==> src/rtl/mbpb_pkg.sv <==
// Shared types and constants for multi_bank_pixel_buffer: bank state, fetch FSM states,
// AXI field constants and the self-test colour table.
package mbpb_pkg;

  typedef enum logic {
    BankEmpty = 1'b0,
    BankFull  = 1'b1
  } bank_state_e;

  typedef enum logic [1:0] {
    StIdle,
    StAddr,
    StData
  } fetch_state_e;

  localparam logic [1:0] AxiBurstIncr = 2'b01;
  localparam logic [1:0] AxiRespOkay  = 2'b00;

  // RGB444 colour bars: black, white, red, green, blue, yellow, cyan, magenta.
  function automatic logic [11:0] colour_bar(input logic [2:0] idx);
    logic [11:0] rgb;
    rgb = 12'h000;
    unique case (idx)
      3'd0: rgb = 12'h000;
      3'd1: rgb = 12'hFFF;
      3'd2: rgb = 12'hF00;
      3'd3: rgb = 12'h0F0;
      3'd4: rgb = 12'h00F;
      3'd5: rgb = 12'hFF0;
      3'd6: rgb = 12'h0FF;
      3'd7: rgb = 12'hF0F;
    endcase
    return rgb;
  endfunction

endpackage

==> src/rtl/mbpb_bank_ram.sv <==
// One line bank: Depth x Width storage with one write port and one registered read port.
module mbpb_bank_ram #(
  parameter int unsigned Depth = 32,
  parameter int unsigned Width = 64,
  localparam int unsigned AddrW = (Depth > 1) ? $clog2(Depth) : 1
) (
  input  logic             clk_i,
  input  logic             rst_i,
  input  logic             we_i,
  input  logic [AddrW-1:0] waddr_i,
  input  logic [Width-1:0] wdata_i,
  input  logic             re_i,
  input  logic [AddrW-1:0] raddr_i,
  output logic [Width-1:0] rdata_o
);

  logic [Width-1:0] mem_q [Depth];
  logic [Width-1:0] rdata_q, rdata_d;

  always_ff @(posedge clk_i) begin
    if (we_i) begin
      mem_q[waddr_i] <= wdata_i;
    end
  end

  // Read register only moves on an enabled read so the pixel output holds otherwise.
  always_comb begin
    rdata_d = rdata_q;
    if (re_i) begin
      rdata_d = mem_q[raddr_i];
    end
  end

  always_ff @(posedge clk_i) begin
    if (rst_i) begin
      rdata_q <= '0;
    end else begin
      rdata_q <= rdata_d;
    end
  end

  assign rdata_o = rdata_q;

endmodule

==> src/rtl/multi_bank_pixel_buffer.sv <==
// Ring of line banks filled by AXI4 INCR bursts and drained one pixel per request.
// Optional colour-bar source enabled by defining MBPB_SELF_TEST_EN.
module multi_bank_pixel_buffer
  import mbpb_pkg::*;
#(
  parameter int unsigned ADDR_WIDTH = 64,
  parameter int unsigned DATA_WIDTH = 64,
  parameter int unsigned SLOT_WIDTH = 16,
  parameter int unsigned PIX_WIDTH  = 12,
  parameter int unsigned NUM_BANKS  = 2,
  parameter int unsigned BURST_LEN  = 32
) (
  input  logic                  clk_a,
  input  logic                  reset_a,
  input  logic                  enable_i,
  input  logic [ADDR_WIDTH-1:0] base_addr_i,
  input  logic [ADDR_WIDTH-1:0] top_addr_i,
  input  logic                  data_req_i,
  output logic [PIX_WIDTH-1:0]  data_o,
  output logic                  data_valid_o,
  output logic                  underrun_o,
  output logic                  resp_err_o,
  output logic [ADDR_WIDTH-1:0] araddr_o,
  output logic [7:0]            arlen_o,
  output logic [2:0]            arsize_o,
  output logic [1:0]            arburst_o,
  output logic                  arvalid_o,
  input  logic                  arready_i,
  input  logic [DATA_WIDTH-1:0] rdata_i,
  input  logic [1:0]            rresp_i,
  input  logic                  rlast_i,
  input  logic                  rvalid_i,
  output logic                  rready_o
`ifdef MBPB_SELF_TEST_EN
  ,
  input  logic                  self_test_i
`endif
);

  localparam int unsigned PixPerBeat = DATA_WIDTH / SLOT_WIDTH;
  localparam int unsigned BurstBytes = BURST_LEN * DATA_WIDTH / 8;
  localparam int unsigned BankW      = $clog2(NUM_BANKS);
  localparam int unsigned BeatW      = (BURST_LEN > 1) ? $clog2(BURST_LEN) : 1;
  localparam int unsigned SlotW      = (PixPerBeat > 1) ? $clog2(PixPerBeat) : 1;

  assign arlen_o   = 8'(BURST_LEN - 1);
  assign arsize_o  = 3'($clog2(DATA_WIDTH / 8));
  assign arburst_o = AxiBurstIncr;

  fetch_state_e          state_q, state_d;
  logic                  arvalid_q, arvalid_d;
  logic [ADDR_WIDTH-1:0] araddr_q, araddr_d;
  logic                  rready_q, rready_d;
  logic [ADDR_WIDTH-1:0] next_addr_q, next_addr_d;
  logic [BeatW-1:0]      beat_cnt_q, beat_cnt_d;
  logic [BankW-1:0]      wr_bank_q, wr_bank_d;
  logic                  resp_err_q, resp_err_d;
  bank_state_e           bank_q [NUM_BANKS];
  bank_state_e           bank_d [NUM_BANKS];
  logic [BankW-1:0]      rd_bank_q, rd_bank_d;
  logic [BeatW-1:0]      rd_beat_q, rd_beat_d;
  logic [SlotW-1:0]      rd_slot_q, rd_slot_d;
  logic [BankW-1:0]      pix_bank_q, pix_bank_d;
  logic [SlotW-1:0]      pix_slot_q, pix_slot_d;
  logic                  data_valid_q, data_valid_d;
  logic                  underrun_q, underrun_d;

  logic                  ar_fire, beat_fire, last_beat, bank_set, bank_clr;
  logic                  rd_full, serve, st_mode;
  logic [ADDR_WIDTH:0]   addr_sum;
  logic [DATA_WIDTH-1:0] ram_rdata [NUM_BANKS];
  logic [DATA_WIDTH-1:0] rd_word;
  logic [PIX_WIDTH-1:0]  ram_pix;

`ifdef MBPB_SELF_TEST_EN
  assign st_mode = self_test_i;
`else
  assign st_mode = 1'b0;
`endif

  assign ar_fire   = arvalid_q & arready_i;
  assign beat_fire = rvalid_i & rready_q;
  assign last_beat = beat_fire & (rlast_i | (beat_cnt_q == BeatW'(BURST_LEN - 1)));
  assign addr_sum  = {1'b0, next_addr_q} + (ADDR_WIDTH + 1)'(BurstBytes);

  always_comb begin
    state_d     = state_q;
    arvalid_d   = arvalid_q;
    araddr_d    = araddr_q;
    rready_d    = rready_q;
    next_addr_d = next_addr_q;
    beat_cnt_d  = beat_cnt_q;
    wr_bank_d   = wr_bank_q;
    resp_err_d  = resp_err_q;
    bank_set    = 1'b0;
    unique case (state_q)
      StIdle: begin
        if (enable_i && (bank_q[wr_bank_q] == BankEmpty)) begin
          state_d   = StAddr;
          arvalid_d = 1'b1;
          araddr_d  = next_addr_q;
        end
      end
      StAddr: begin
        if (ar_fire) begin
          state_d     = StData;
          arvalid_d   = 1'b0;
          rready_d    = 1'b1;
          beat_cnt_d  = '0;
          next_addr_d = (addr_sum >= {1'b0, top_addr_i}) ? base_addr_i
                                                         : addr_sum[ADDR_WIDTH-1:0];
        end
      end
      StData: begin
        if (beat_fire) begin
          if (rresp_i != AxiRespOkay) begin
            resp_err_d = 1'b1;
          end
          beat_cnt_d = beat_cnt_q + 1'b1;
          if (last_beat) begin
            state_d   = StIdle;
            rready_d  = 1'b0;
            bank_set  = 1'b1;
            wr_bank_d = wr_bank_q + 1'b1;
          end
        end
      end
      default: state_d = StIdle;
    endcase
    if (!enable_i) begin
      next_addr_d = base_addr_i;
    end
  end

  assign rd_full = (bank_q[rd_bank_q] == BankFull);
  assign serve   = data_req_i & rd_full & ~st_mode;

  always_comb begin
    rd_bank_d  = rd_bank_q;
    rd_beat_d  = rd_beat_q;
    rd_slot_d  = rd_slot_q;
    pix_bank_d = pix_bank_q;
    pix_slot_d = pix_slot_q;
    bank_clr   = 1'b0;
    if (serve) begin
      pix_bank_d = rd_bank_q;
      pix_slot_d = rd_slot_q;
      if (rd_slot_q == SlotW'(PixPerBeat - 1)) begin
        rd_slot_d = '0;
        if (rd_beat_q == BeatW'(BURST_LEN - 1)) begin
          rd_beat_d = '0;
          rd_bank_d = rd_bank_q + 1'b1;
          bank_clr  = 1'b1;
        end else begin
          rd_beat_d = rd_beat_q + 1'b1;
        end
      end else begin
        rd_slot_d = rd_slot_q + 1'b1;
      end
    end
    data_valid_d = serve | (st_mode & data_req_i);
    underrun_d   = data_req_i & ~rd_full & ~st_mode;
  end

  // Writer and reader never target the same bank in one cycle, so order here is free.
  always_comb begin
    bank_d = bank_q;
    if (bank_set) begin
      bank_d[wr_bank_q] = BankFull;
    end
    if (bank_clr) begin
      bank_d[rd_bank_q] = BankEmpty;
    end
  end

  always_ff @(posedge clk_a) begin
    if (reset_a) begin
      state_q      <= StIdle;
      arvalid_q    <= 1'b0;
      araddr_q     <= '0;
      rready_q     <= 1'b0;
      next_addr_q  <= base_addr_i;
      beat_cnt_q   <= '0;
      wr_bank_q    <= '0;
      resp_err_q   <= 1'b0;
      bank_q       <= '{default: BankEmpty};
      rd_bank_q    <= '0;
      rd_beat_q    <= '0;
      rd_slot_q    <= '0;
      pix_bank_q   <= '0;
      pix_slot_q   <= '0;
      data_valid_q <= 1'b0;
      underrun_q   <= 1'b0;
    end else begin
      state_q      <= state_d;
      arvalid_q    <= arvalid_d;
      araddr_q     <= araddr_d;
      rready_q     <= rready_d;
      next_addr_q  <= next_addr_d;
      beat_cnt_q   <= beat_cnt_d;
      wr_bank_q    <= wr_bank_d;
      resp_err_q   <= resp_err_d;
      bank_q       <= bank_d;
      rd_bank_q    <= rd_bank_d;
      rd_beat_q    <= rd_beat_d;
      rd_slot_q    <= rd_slot_d;
      pix_bank_q   <= pix_bank_d;
      pix_slot_q   <= pix_slot_d;
      data_valid_q <= data_valid_d;
      underrun_q   <= underrun_d;
    end
  end

  for (genvar g = 0; g < NUM_BANKS; g++) begin : g_bank
    mbpb_bank_ram #(
      .Depth(BURST_LEN),
      .Width(DATA_WIDTH)
    ) u_ram (
      .clk_i  (clk_a),
      .rst_i  (reset_a),
      .we_i   (beat_fire && (wr_bank_q == BankW'(g))),
      .waddr_i(beat_cnt_q),
      .wdata_i(rdata_i),
      .re_i   (serve && (rd_bank_q == BankW'(g))),
      .raddr_i(rd_beat_q),
      .rdata_o(ram_rdata[g])
    );
  end

  // The RAM register holds the whole beat; the registered slot index picks the pixel.
  assign rd_word = ram_rdata[pix_bank_q];
  assign ram_pix = PIX_WIDTH'(rd_word >> (pix_slot_q * SLOT_WIDTH));

`ifdef MBPB_SELF_TEST_EN
  logic [5:0]           st_cnt_q, st_cnt_d;
  logic                 st_sel_q, st_sel_d;
  logic [PIX_WIDTH-1:0] st_pix_q, st_pix_d;

  always_comb begin
    st_cnt_d = st_cnt_q;
    st_sel_d = st_sel_q;
    st_pix_d = st_pix_q;
    if (st_mode && data_req_i) begin
      st_cnt_d = st_cnt_q + 1'b1;
      st_sel_d = 1'b1;
      st_pix_d = PIX_WIDTH'(colour_bar(st_cnt_q[5:3]));
    end else if (serve) begin
      st_sel_d = 1'b0;
    end
  end

  always_ff @(posedge clk_a) begin
    if (reset_a) begin
      st_cnt_q <= '0;
      st_sel_q <= 1'b0;
      st_pix_q <= '0;
    end else begin
      st_cnt_q <= st_cnt_d;
      st_sel_q <= st_sel_d;
      st_pix_q <= st_pix_d;
    end
  end

  assign data_o = st_sel_q ? st_pix_q : ram_pix;
`else
  assign data_o = ram_pix;
`endif

  assign data_valid_o = data_valid_q;
  assign underrun_o   = underrun_q;
  assign resp_err_o   = resp_err_q;
  assign araddr_o     = araddr_q;
  assign arvalid_o    = arvalid_q;
  assign rready_o     = rready_q;

endmodule

==> config.mk <==
export PLATFORM = sky130hd
export DESIGN_NAME = multi_bank_pixel_buffer
export DESIGN_NICKNAME = d
export VERILOG_FILES = /design/src/rtl/mbpb_pkg.sv /design/src/rtl/mbpb_bank_ram.sv /design/src/rtl/multi_bank_pixel_buffer.sv
export SDC_FILE = /design/constraint.sdc
export NUM_CORES = 2
export LEC_CHECK = 0
export CAP_MARGIN = 20
export CORE_MARGIN = 8
export CORE_UTILIZATION = 40
export CTS_CLUSTER_SIZE = 28
export DETAILED_ROUTE_END_ITERATION = 7
export SLEW_MARGIN = 25
export SYNTH_ARGS = -nofsm -noshare
export SYNTH_HDL_FRONTEND = slang
export SYNTH_SLANG_ARGS = --single-unit
==> constraint.sdc <==
create_clock -name clk_a -period 5.25 [get_ports clk_a]
set_input_delay 0.525 -clock clk_a [delete_from_list [all_inputs] [get_ports clk_a]]
set_output_delay 0.525 -clock clk_a [all_outputs]
set_load 0.03 [all_outputs]
==> metrics <==
sinks on the clock net roughly 3.3k; detailed-routing iteration count for the pre-antenna-repair pass 6; Worst Path Arrival between 5000 and 6000 ps; path type of the worst setup path reg2reg; setup slack on the worst flop-to-flop path 390 ps; synthesized area per cell around 20 um2; global-route wire length before repair just over 500000 um; sort of element at the end of the critical path register; Syn Std Cell Area ~130000 um2; worst-case headroom to the max-slew limit 0.249; global routing met1 resource utilization 0.287; worst hold path class in2reg; sum of routed wire length over all layers between 300000 and 400000 um; area of the core region 321000 um2; Routed WL per cell ~31 um; total routing usage reported by global routing 0.205; Max Fclk about 0.21 GHz; Hold Path End g_bank[1].u_ram.mem_q[0][58]; unrepaired setup endpoints after global routing no; Post-Syn Instances roughly 6.4k; met2 global-route usage 0.337; slew at the pin closest to its max-slew limit 1120 ps; Crit Reg-Reg Startpoint next_addr_q[8]; average via count per standard cell 5.83; number of distinct library cells after synthesis 59; required time of the worst setup path 5800 ps; Die X-Extent around 600 um; share of post-route cells with drive strength above 1 0.220; TritonCTS clock tree done; ratio of final minimum period to clock period 0.926; Die Y-Extent 584 um; Post-DRT Antenna Nets 0; Final Critical Period about 4900 ps; Max Root-Sink Buffers 4; total I/O pin count between 200 and 300; accumulated negative setup slack 0 ps; Top Usage Layer GRT met2; count of endpoints failing setup in the final report 0; drt first-iter violations 7771; clock-pin slew of the registers on the worst-case setup and hold paths approximately 60 ps; post-route clock skew between 80 and 90 ps; Lkg Pwr 45.3 nW; H-tree depth reported by CTS 5; gpl congestion slightly above 0.8; Register-to-Register Path Depth 17; total number of nets in the final design between 7k and 8k; EDFF count, synth 3136; cell type with the largest total area after synthesis edfxtp_1; critical hold path startpoint rdata_i[58]; area growth from synthesis to layout 16.3%; clock root cell clkbuf_16; via count of the first global-routing pass approximately 67k; area of the die about 340000 um2; number of port buffers around 270; fraction of synthesis flops using an asynchronous set or reset pin 0; maximum fanout along the worst path 37; Critical R2R Capture next_addr_q[50]; starting density of the core 0.402; flip-flop and latch count after synthesis between 3k and 4k; pin count of the biggest net entering global routing between 90 and 100; instance count along the most critical hold path 1; remaining global-route overflow 0; floorplan row count 208; initial antenna violation count 28; grt met3 use 0.0290; post-CTS setup repair buffer count 0; number of max-slew violations in the final report 0; total power after layout around 54 mW; part of the Yosys area used for sequential elements 0.758; DRC violations left 0; prevailing post-synth register cell edfxtp_1; number of maximum-capacitance constraint violations 0; number of hold violations in the final report 0; pwr dens between 300 and 400 nW/um2; clock network latency to the later pin of the worst-skew pair a little under 900 ps; IR drop worst, VDD 263 uV; Num CTS Buffers roughly 340; number of synthesis warnings 0; post-synth top area share 0.729; cell types occupying the most area after synthesis edfxtp_1 (73%), mux4_2 (12%), dfxtp_1 (2.9%), mux2i_1 (2.8%), o221ai_1 (1.1%); run status completed; critical path startpoint category register; detailed-placement wirelength estimate roughly 200000 um; total number of vias 67.0k
sequential cells by signal, indices dropped and copies added (netlist names):
register / count
g_bank.u_ram.mem_q: 3072
g_bank.u_ram.rdata_o: 96
araddr_o: 64
next_addr_q: 64
beat_cnt_q: 5
rd_beat_q: 5
bank_q: 2
pix_slot_q: 2
rd_slot_q: 2
state_q: 2
arvalid_o: 1
data_valid_o: 1
pix_bank_q: 1
rd_bank_q: 1
resp_err_o: 1
rready_o: 1
underrun_o: 1
wr_bank_q: 1
cells in the mapped netlist, drive strengths merged, types with 2 or more instances:
cell type / count
o211ai: 2
nand3b: 6
nor4: 5
a211oi: 111
nor2: 150
a21o: 7
and3: 13
and4: 3
nand2: 273
a2bb2oi: 2
o22ai: 126
nor3b: 3
nand3: 32
a22oi: 2
a21oi: 231
a311oi: 2
o21ai: 152
or3: 2
nand4: 32
o21a: 3
or2: 5
nand2b: 9
mux2: 68
inv: 74
buf: 162
ha: 73
xnor2: 44
edfxtp: 3136
clkbuf: 217
nor2b: 4
and2: 11
o221ai: 162
nor3: 10
mux4: 696
dfxtp: 186
xor2: 12
conb: 2
mux2i: 363
or4: 2
per-layer routing:
| metal | vias up | part of all wire |
|---|---|---|
| met5 | - | 0.000036 |
| met4 | 2 | 0.031 |
| met3 | 539 | 0.073 |
| met2 | 2894 | 0.48 |
| met1 | 35900 | 0.41 |
| li1 | 27600 | - |
how the worst max path moves through the flow:
stage / startpoint / to / slack, ps / cells after the start
floorplan: rready_o / g_bank[0].u_ram.mem_q[7][0] / 410 / 4
global placement: next_addr_q[8] / next_addr_q[63] / 210 / 18
detailed placement: next_addr_q[8] / next_addr_q[5] / 180 / 17
CTS: next_addr_q[8] / next_addr_q[54] / 120 / 17
global route: next_addr_q[8] / next_addr_q[48] / 30 / 17
finish: next_addr_q[8] / next_addr_q[50] / 390 / 17
per-stage QoR:
| step | hold slack [ps] | cell area (um2) | worst slack, ps | instances | util |
|---|---|---|---|---|---|
| after global routing | 168 | 150000 | 34.1 | 11500 | 0.467 |
| after global placement | 434 | 139000 | 207 | 10800 | 0.432 |
| after detailed placement | 438 | 139000 | 176 | 10900 | 0.433 |
| after floorplan | 420 | 129000 | 409 | 6414 | - |
| final | 179 | 150000 | 387 | 11500 | 0.468 |
| after CTS | 164 | 150000 | 116 | 11500 | 0.467 |
cells by family (layout without fill, tap and decap cells):
logic type      count (synthesis)  count (layout)  share of synthesized area
buf+inv                       453            1206                     0.0166
flops                        3322            3322                      0.758
fa+ha+maj                      73              73                    0.00707
compound gates                806             806                     0.0399
other cells                     2              32                  0.0000581
mux                          1127            1127                      0.155
simple gates                  564             564                     0.0192
xor+xnor                       56              56                    0.00380
placed cells by master (no fill, tap or decap), types with 31 or more instances in the layout:
cell type and n:
mux2i_1 363, o221ai_1 162, o21ai_1 36, inv_1 73
o22ai_1 126, o21ai_0 116, clkbuf_16 349, dfxtp_1 179
a211oi_1 111, ha_1 73, mux4_2 696, clkinv_1 74
nor2_4 62, buf_4 173, clkbuf_1 64, edfxtp_1 3136
clkinv_2 65, mux2_1 55, nor2_1 87, a21oi_1 230
nand3_1 32, clkdlybuf4s50_1 216, xnor2_1 44, buf_12 113
nand4_1 31, nand2_1 271, bufinv_16 34
final cells by class:
cell class,count,area [um2]
diodes,19,47.5
clock buffers,419,9060
clock inverters,201,1960
fillers,26600,171000
inverters,74,285
multi-input cells,2639,29700
flip-flops and latches,3322,97900
well taps,4305,5390
repair buffers,512,5810
timing repair:
action	4_1_cts	5_1_grt
hold endpoints to repair	1	0
resized for setup	0	1
hold buffers	1	0
endpoints found under the setup margin	0	58
power breakdown:
group / switching (mW) / total (mW) / internal [mW]
clock: 10.1 / 24.1 / 14.0
sequential: 0.0980 / 29.2 / 29.1
combinational: 0.812 / 1.18 / 0.366
worst max-delay path: stages, from the launching register on:
cell and delay, ps:
edfxtp_1 470, ha_1 230, nand3_1 170, nor3_1 230, buf_4 170, and3_1 210
and2b_2 340, nand4_1 160, xnor2_1 190, ha_1 310, nand4_1 120, or4_1 580
nand3b_1 270, a41oi_1 220, o41ai_1 140, nand2_2 140, buf_12 250, mux2_1 350
No activity file was read; power rests on OpenSTA's default activity.
